### src/rtl/rr_reg_write_arbiter.sv
// rr_reg_write_arbiter: round-robin arbiter sharing one WIDTH-bit register write port among NREQ requesters.
// Define LOCK_EN to add the lock port and MAX_LOCK-bounded burst writes.
module rr_reg_write_arbiter #(
    parameter int NREQ = 4,
    parameter int WIDTH = 8,
    parameter logic [WIDTH-1:0] RST_VAL = '0,
    parameter int MAX_LOCK = 4
) (
    input  logic                    clk,
    input  logic                    rst,
    input  logic [NREQ-1:0]         req,
    input  logic [NREQ*WIDTH-1:0]   wdata,
`ifdef LOCK_EN
    input  logic [NREQ-1:0]         lock,
`endif
    output logic [NREQ-1:0]         gnt,
    output logic [WIDTH-1:0]        q,
    output logic                    wr_done,
    output logic [$clog2(NREQ)-1:0] owner
);
    localparam int IW = $clog2(NREQ);
    typedef enum logic {IDLE, GRANT} state_t;
    state_t state, state_nx;
    logic [IW-1:0] last, w, ptr, winner;
    logic stay;
    int j;
    assign ptr = (last == IW'(NREQ-1)) ? '0 : last + 1'b1;
    // Scan from the far end so the requester closest to ptr is assigned last and wins.
    always_comb begin
        winner = ptr;
        j = 0;
        for (int k = NREQ-1; k >= 0; k--) begin
            j = int'(ptr) + k;
            j = (j >= NREQ) ? j - NREQ : j;
            winner = req[j] ? IW'(j) : winner;
        end
    end
`ifdef LOCK_EN
    localparam int CW = $clog2(MAX_LOCK+1);
    logic [CW-1:0] cnt;
    assign stay = req[w] && lock[w] && (cnt + 1'b1 < CW'(MAX_LOCK));
    always_ff @(posedge clk or negedge rst) begin
        if (!rst) cnt <= '0;
        else if (state == IDLE) cnt <= '0;
        else if (req[w]) cnt <= cnt + 1'b1;
    end
`else
    assign stay = 1'b0;
`endif
    always_ff @(posedge clk or negedge rst) begin
        if (!rst) state <= IDLE;
        else state <= state_nx;
    end
    always_comb state_nx = (state == IDLE) ? (|req ? GRANT : IDLE) : (stay ? GRANT : IDLE);
    always_comb gnt = (state == GRANT) ? NREQ'(1) << w : '0;
    always_ff @(posedge clk or negedge rst) begin
        if (!rst) begin
            q       <= RST_VAL;
            owner   <= '0;
            last    <= IW'(NREQ-1);
            w       <= '0;
            wr_done <= 1'b0;
        end else begin
            wr_done <= (state == GRANT) && req[w];
            if (state == IDLE && |req) w <= winner;
            if (state == GRANT && req[w]) begin
                q     <= wdata[int'(w)*WIDTH +: WIDTH];
                owner <= w;
                last  <= w;
            end
        end
    end
endmodule

### config.mk
export PLATFORM = sky130hd
export DESIGN_NAME = rr_reg_write_arbiter
export DESIGN_NICKNAME = d
export VERILOG_FILES = /design/src/rtl/rr_reg_write_arbiter.sv
export SDC_FILE = /design/constraint.sdc
export NUM_CORES = 1
export LEC_CHECK = 0
export CORE_ASPECT_RATIO = 0.75
export CORE_UTILIZATION = 42
export DETAILED_ROUTE_END_ITERATION = 12
export MAX_ROUTING_LAYER = met4
export PLACE_DENSITY_LB_ADDON = 0.12
export SYNTH_ARGS = -nofsm -noshare
export SYNTH_HDL_FRONTEND = slang
export SYNTH_SLANG_ARGS = --single-unit
export TNS_END_PERCENT = 30
### constraint.sdc
create_clock -name clk -period 2.8 [get_ports clk]
set_input_delay 0.56 -clock clk [delete_from_list [all_inputs] [get_ports clk]]
set_output_delay 0.56 -clock clk [all_outputs]
set_load 0.01 [all_outputs]
## Word-level counts from Yosys, hierarchy flattened

Cells that the tools add are included.

| operators by class | value |
|---|---|
| add/subtract/negate cells | 8 |
| magnitude comparators | 9 |
| equal/unequal tests | 1 |
| shifts and indexed selects | 2 |
| multiplexer cells | 26 |
| bitwise operators | 1 |
| reduce and logical (&&, ||, !) cells | 3 |

Operators by type and width:

| operator | count |
|---|---|
| $lt 32x4->1 const B | 4 |
| $mux 32 | 4 |
| $shiftx 32x6->8 | 1 |
| $sub 3x3->4 const B | 3 |
| $mux 1 | 11 |
| $bmux 1 s2 | 5 |
| $mux 2 | 5 |
| $ge 3x3->1 const B | 3 |
| $add 2x2->3 const B | 2 |
| $mux 4 | 1 |
| $reduce_or 4->1 | 1 |
| $shl 1x2->4 const A | 1 |
| $sub 2x3->4 const B | 1 |
| $add 2x1->3 const B | 1 |
| $ge 2x3->1 const B | 1 |
| $lt 2x3->1 const B | 1 |
| $add 2x1->2 const B | 1 |
| $eq 2x2->1 const B | 1 |
| $logic_and 1x1->1 | 2 |
| $not 1->1 | 1 |

| storage, ports and cells | value |
|---|---|
| bits in registers | 16 |
| input bits | 38 |
| output and inout port bits | 15 |
| word-level logic and storage cells | 56 |

## Logic depth before layout (Yosys ltp)

Gate-level depths: netlist of run 1.

| logic depth | value |
|---|---|
| word-level depth | 12 |
| mapped depth | 5 |
| depth with buffers taken out | 4 |

## Least setup slack after synthesis of run 1

No wires, ideal clock.

| path | value |
|---|---|
| path type | flip-flop to flip-flop |
| start | register last[0] |
| end | register w[1] |
| setup time | 0.129 ns |
| arrival time | 1.474 ns |
| data required time | 2.671 ns |
| setup slack | 1.197 ns |
| cell stages (with the launch flop) | 5 |
| clock period less this slack | 1.603 ns |
| cell sequence | dfstp_2 > ha_1 > or3b_2 > a221oi_1 > o41ai_1 |

| between the ends | value |
|---|---|
| cells in the longest elaborated chain, start to end | 12 |
| elaborated cells on any way between the ends | 34 |
| those cells by class | 8 x add/sub; 4 x order compare; 1 x eq/ne; 21 x mux |

Ends and longest elaborated chain:

| item | line | RTL |
|---|---|---|
| start, declared | 24 | `logic [IW-1:0] last, w, ptr, winner;` |
| start signal, assigned | 60 | `last <= IW'(NREQ-1);` |
| start signal, assigned | 69 | `last <= w;` |
| $add 2x1->2 / $eq 2x2->1 (equally long branches) | 27 | `assign ptr = (last == IW'(NREQ-1)) ? '0 : last + 1'b1;` |
| $mux 2 (*) | 27 |  |
| $add 2x2->3 | 33 | `j = int'(ptr) + k;` |
| $sub 3x3->4 / $ge 3x3->1 (equally long branches) | 34 | `j = (j >= NREQ) ? j - NREQ : j;` |
| $mux 32 | 34 |  |
| $bmux 1 s2 | 35 | `winner = req[j] ? IW'(j) : winner;` |
| $mux 1 (implied by the code) (2 in series) | 35 |  |
| $mux 2 (3 in series) | 35 |  |
| $mux 2 (*) | 35 |  |
| end signal, assigned | 65 | `if (state == IDLE && \|req) w <= winner;` |
| end, declared | 24 |  |

Mark *: on every way between the ends. The rest lies on a longest branch, timed or not. The select of a mux whose other input is x is not followed.
A chain may end at the register's enable or synchronous reset.

## Worst setup path in the final report of run 1

| path | value |
|---|---|
| start | register w[0] |
| end | output gnt[2] |

| between the ends | value |
|---|---|
| cells in the longest elaborated chain, start to end | 2 |

Ends and longest elaborated chain:

| item | line | RTL |
|---|---|---|
| $shl 1x2->4 | 55 | `always_comb gnt = (state == GRANT) ? NREQ'(1) << w : '0;` |
| $mux 4 | 55 |  |
| end, declared | 16 | `output logic [NREQ-1:0] gnt,` |

Every way passes these cells.

==> out/results.ini, run 1 <==
[pwr]
p_int_uw = 975
p_leak_nw = 0.656
p_sw_share_pct = 32.8
combPwrFrac_pct = 55.7
power.switching_uw = 477
clkPwrFrac_pct = 10.6
ir_worst_vdd_v = 0.000484
sequentialPowerShare_pct = 33.7
p_per_area_nw_per_um2 = 919
power_mw = 1.45

[drt]
routedWlPerCell_um = 15.0
postRouteAntennaNets = 0
drt-pass1-iter-count = 4
drc = 0
drt_iter0_drc = 21
wirelength_um = 2360
vias = 822
vias_per_cell = 5.24

[timing]
final_hold_viol_count = 0
setup_ws_ns = 0.316
maxSlewHeadroom_pct = 52.3
tightest_slew_ns = 0.714
skew_ns = 0.00134
final_max_slew_viol_count = 0
layout_worst_path_cycle_share_pct = 88.7
setup_viol = 0
rsz0062_at_grt = no
period_needed_ns = 2.48
finalSetupTns_ns = 0
max_freq_mhz = 403

[job]
cap_viol_max_count = 0

[global_routing]
grt_pass1_wl_um = 3910
grt-ovfl-total = 0
grt_pass1_vias = 858
antenna_found_initial = 0
grt.total_usage_pct = 21.6
grt_max_degree = 18

[critical_path]
critical_path_buf_inv_count = 1
crit_path_cell_trace = and2b_1 > and2_1 > clkdlybuf4s50_1
critPathTopFamily = flip-flops
cp_data_arrival_time_ns = 1.92
required_ns = 2.24
startpoint_type = register
critPathSlowestCell = dfrtp_1
worst-setup-path-type = reg -> out
max_stage_delay_ns = 0.70
critical_path_depth = 3
crit_fanout = 12
ff2ff_path_depth = 4
endpoint_kind = output pin

[floorplan]
core_area_sq_um = 2140
die_h_um = 44.4
ios = 53
die_w_um = 58.5
initial_utilization_pct = 47.1
num_rows = 14
die_area_sq_um = 2600

[final_layout]
fillers = 161
finalInstanceArea_sq_um = 1580
drive_gt1_share_pct = 20.0
nets = 165
area_growth_pct = 56.9
diodes = 0
fin_cells = 157

[synthesis]
synth_most_common_cell = dfrtp_1
ys_seq_area_share_pct = 40.0
ys_seq_elements = 16
netlist.area_leader.share_pct = 34.8
async_flop_share_pct = 100
synth.net_count = 111
yosysTopAreaCell = dfrtp_1
synth-edff-count = 0
synth_common_cells = 14 x dfrtp_1, 10 x mux2_4, 6 x nor2_1
synth_area_sq_um = 1010
syn_inst = 72
yosys_warnings = 0
ys_types = 29
synth_area_per_cell_sq_um = 14.0
synthFlopType = dfrtp_1
synth_area_leaders = dfrtp_1 35%, mux2_4 15%, mux4_1 10%

[clock_network]
clk_latency_ns = 0.29
clk_root_buffer_cell = clkbuf_4
cts_resized = 0
hold_buffers = 0
cts_buffers = 3
cts.sinks = 16
cts_tree = yes
cts.path.max_buffers = 2
clkTransAtPathRegs_ns = 0.09
ctsHtreeMaxLevel = 1
post_cts_buffers = 0

[min_path]
hold_path.class = reg -> reg
min_path_cells = 1

[outcome]
status = completed

[placement]
gp_congestion = 0.730
postPlaceCellArea_sq_um = 1540
port_buffers = 52
post-place-ws_ns = 0.611
hpwl_um = 1790
placed_cells = 153

## stage by stage
step | utilization, % | hold slack (ns)
finish | 73.9 | 0.486
global route | 73.9 | 0.528
CTS | 73.9 | 0.495
detailed placement | 72.2 | 0.473
global placement | 72.2 | 0.462
floorplan | - | 0.264
## final cells by class
class / instances / area (sq um) / area share, %
Multi-Input combinational cell: 51 / 569 / 36.0
Timing Repair Buffer: 53 / 528 / 33.4
Sequential cell: 16 / 403 / 25.5
Tap cell: 32 / 40.0 / 2.53
Clock buffer: 4 / 36.3 / 2.30
Inverter: 1 / 3.75 / 0.238
## worst register-to-register path: cells and delay by family, from the launching register on
kind	cells	cell delay [ns]
multiplexers	2	0.69
AO/OA/AOI/OAI	1	0.11
flip-flops	1	0.75
buffers and inverters	1	0.20
## path summary, 6_finish.rpt
check | from | end | slack [ns]
worst max-delay path | w[0]$_DFFE_PN0P_ | gnt[2] | 0.32
worst min-delay path | owner[0]$_DFFE_PN0P_ | owner[0]$_DFFE_PN0P_ | 0.49
worst max register to register | w[1]$_DFFE_PN0P_ | q[1]$_DFFE_PN0P_ | 0.94
worst min register to register | owner[0]$_DFFE_PN0P_ | owner[0]$_DFFE_PN0P_ | 0.49
max in group asynchronous | rst | w[1]$_DFFE_PN0P_ | 1.67
min in group asynchronous | rst | q[5]$_DFFE_PN0P_ | 0.69
## per-layer routing
metal  up-vias  track usage (%)  share of wire (%)  routed length, um
met5         -                -                  0                  0
met4         0             4.76               0.64                 15
met3         4             6.43                5.2                123
met2        31             37.2                 51               1190
met1       398             25.1                 44               1030
li1        389                -                  -                  -
## sequential cells by signal (all words and copies together), names as in the netlist
| name | cells |
|---|---|
| last | 2 |
| state | 1 |
| wr_done | 1 |
| w | 2 |
| owner | 2 |
| q | 8 |
## cell usage in the layout (no fill, tap or decap), drive strengths merged, types with 3 or more instances in the layout
cell type	n
nor2	6
clkdlybuf4s50	52
clkbuf	4
nand2b	3
mux2	11
mux4	8
dfrtp	14
## kinds of logic (layout without fill, tap and decap cells)
| logic type | Yosys count | after routing | share of synthesized area [%] |
|---|---|---|---|
| multiplexers | 20 | 20 | 36.4 |
| AO/OA/AOI/OAI | 11 | 11 | 8.70 |
| flip-flops | 16 | 16 | 40.0 |
| AND/OR/NAND/NOR | 19 | 19 | 10.2 |
| adder cells (fa/ha/maj) | 1 | 1 | 1.24 |
| buffers and inverters | 5 | 58 | 3.48 |
## power by group through the flow
| stage | Clock, mW | Combinational (mW) | Sequential [mW] |
|---|---|---|---|
| floorplan | 0 | 0.539 | 0.454 |
| global placement | 0 | 0.791 | 0.487 |
| detailed placement | 0 | 0.810 | 0.492 |
| CTS | 0.158 | 0.818 | 0.492 |
| global route | 0.169 | 0.869 | 0.512 |
| finish | 0.153 | 0.810 | 0.490 |
(Power assumes the default switching activity.)
==> run 2: changes to the inputs <==
--- a/config.mk
+++ b/config.mk
@@ -7,6 +7,7 @@
 export LEC_CHECK = 0
 export CORE_ASPECT_RATIO = 0.75
 export CORE_UTILIZATION = 42
+export CTS_BUF_LIST = sky130_fd_sc_hd__clkbuf_16
 export DETAILED_ROUTE_END_ITERATION = 12
 export MAX_ROUTING_LAYER = met4
 export PLACE_DENSITY_LB_ADDON = 0.12
==> run 2 against run 1 <==
Die area is the same. Highest routed layer unchanged. Global-route usage grew 0.29 points. Final cell count is the same. Core utilization grew 2.0 points. First-iteration DRC count shrank 19%. Critical path depth is the same. Clock-buffer cell count shrank 1. Worst hold slack lost 0.0099 ns.
==> out/results.ini, run 2 (same netlist as run 1, synthesis figures left out) <==
[outcome]
status = completed

[critical_path]
crit_fanout = 12  ; unchanged
rrSetupSlack_ns = 0.96  ; +0.02 ns
reg2reg_from = w[1]$_DFFE_PN0P_
worst-setup-path-type = reg -> out
cp_data_arrival_time_ns = 1.85  ; -0.07 ns
startpoint_type = register
required_ns = 2.24  ; about the same
ff2ff_path_depth = 4  ; unchanged
endpoint_kind = output pin
cp-startpoint = w[0]$_DFFE_PN0P_
r2r-end = q[2]$_DFFE_PN0P_
crit_end = gnt[2]

[final_layout]
largest_reg_flops = 8  ; unchanged
final_cell_mix = 52 x clkdlybuf4s50_1, 14 x dfrtp_1, 10 x mux2_4, 6 x nor2_1
final_common_cell = clkdlybuf4s50_1
diodes = 0  ; unchanged
drive_gt1_share_pct = 19.2  ; -0.80 points
regMostFlops = q
area_growth_pct = 61.1
fillers = 155  ; -3.7%
nets = 165  ; unchanged
finalInstanceArea_sq_um = 1620  ; +2.7%

[job]
cap_viol_max_count = 0  ; unchanged

[clock_network]
clk_latency_ns = 0.24  ; -0.05 ns
cts_tree = yes
clkTransAtPathRegs_ns = 0.05  ; -0.04 ns
cts_resized = 0  ; unchanged
cts.path.max_buffers = 2  ; unchanged
hold_buffers = 0  ; unchanged
clk_root_buffer_cell = clkbuf_16
cts_buffers = 3  ; unchanged
post_cts_buffers = 0  ; unchanged
ctsHtreeMaxLevel = 1  ; unchanged
cts.sinks = 16  ; unchanged

[floorplan]
ios = 53  ; unchanged
num_rows = 14  ; unchanged
initial_utilization_pct = 47.1  ; unchanged
core_area_sq_um = 2140  ; unchanged
die_area_sq_um = 2600  ; unchanged
die_w_um = 58.5  ; unchanged
die_h_um = 44.4  ; unchanged

[placement]
gp_congestion = 0.730  ; unchanged
postPlaceCellArea_sq_um = 1540  ; unchanged
hpwl_um = 1790  ; unchanged
port_buffers = 52  ; unchanged
post-place-ws_ns = 0.611  ; unchanged

[global_routing]
grt_pass1_vias = 867  ; +1.0%
grt_pass1_wl_um = 3970  ; +1.8%
antenna_found_initial = 0  ; unchanged
grt.total_usage_pct = 21.8  ; +0.29 points
grt_max_degree = 18  ; unchanged
grt-ovfl-total = 0  ; unchanged

[pwr]
p_per_area_nw_per_um2 = 971  ; +5.6%
p_leak_nw = 0.674  ; +2.7%
ir_worst_vdd_v = 0.000461  ; -4.9%

[timing]
max_freq_mhz = 414  ; +2.8%
finalSetupTns_ns = 0  ; unchanged
layout_worst_path_cycle_share_pct = 86.2  ; -2.4 points
rsz0062_at_grt = no
skew_ns = 0.000737  ; -0.000598 ns
setup_viol = 0  ; unchanged
maxSlewHeadroom_pct = 52.8  ; +0.56 points
final_hold_viol_count = 0  ; unchanged
period_needed_ns = 2.41  ; -0.0686 ns
tightest_slew_ns = 0.705  ; -0.00830 ns
setup_ws_ns = 0.385  ; +0.0686 ns
hold_ws_ns = 0.476  ; -0.00986 ns
final_max_slew_viol_count = 0  ; unchanged

[min_path]
hold_path.class = reg -> reg

[drt]
drt-pass1-iter-count = 3  ; -1
drc = 0  ; unchanged
wirelength_um = 2370  ; +0.64%
postRouteAntennaNets = 0  ; unchanged
vias = 815  ; -0.85%
vias_per_cell = 5.19  ; -0.85%
routedWlPerCell_um = 15.1  ; +0.64%
drt_iter0_drc = 17  ; -19%

-- run 2: changes by cell type in the layout (fill, tap and decap cells not counted), sizes merged --
| cell | delta |
|---|---|
| clkbuf | -1 |
| clkinv | +1 |
-- run 2: where the power goes --
part	switching [mW]	internal (mW)
logic	0.271	0.542
clock network	0.0829	0.189
registers	0.135	0.356
-- run 2: per-layer routing --
layer	up-vias	GRT usage, %	wire [um]
li1	386	-	-
met5	-	-	0
met3	2	6.43	111
met2	31	38.6	1270
met4	0	2.86	8
met1	396	25.6	982
-- run 2: per-stage QoR --
stage / total power, mW / instances / util (%)
after floorplan: 0.993 / 72 / -
after global placement: 1.28 / 153 / 72.2
final: 1.58 / 157 / 75.9
after global routing: 1.67 / 157 / 75.9
after detailed placement: 1.30 / 153 / 72.2
after CTS: 1.59 / 157 / 75.9
-- run 2: area by class of cell --
class                           instances  area [sq um]  share of cell area, %
Timing Repair Buffer                   53           528                   32.5
Inverter                                1          3.75                  0.231
Clock buffer                            3          75.1                   4.63
Clock inverter                          1          3.75                  0.231
Multi-Input combinational cell         51           569                   35.1
Tap cell                               32          40.0                   2.47
Sequential cell                        16           403                   24.8
-- run 2: critical path, stage by stage (launching register included) --
cell and delay, ns:
dfrtp_1 0.68, and2b_1 0.28, and2_1 0.17, clkdlybuf4s50_1 0.48
-- run 2: worst min-delay path by stage --
stage	endpoint	depth (start not counted)	slack [ns]	start
final	owner[0]$_DFFE_PN0P_	1	0.48	owner[0]$_DFFE_PN0P_
after global routing	owner[0]$_DFFE_PN0P_	1	0.52	owner[0]$_DFFE_PN0P_
after CTS	owner[0]$_DFFE_PN0P_	1	0.48	owner[0]$_DFFE_PN0P_
after detailed placement	owner[0]$_DFFE_PN0P_	1	0.47	owner[0]$_DFFE_PN0P_
after global placement	owner[0]$_DFFE_PN0P_	1	0.46	owner[0]$_DFFE_PN0P_
after floorplan	owner[0]$_DFFE_PN0P_	0	0.26	rst
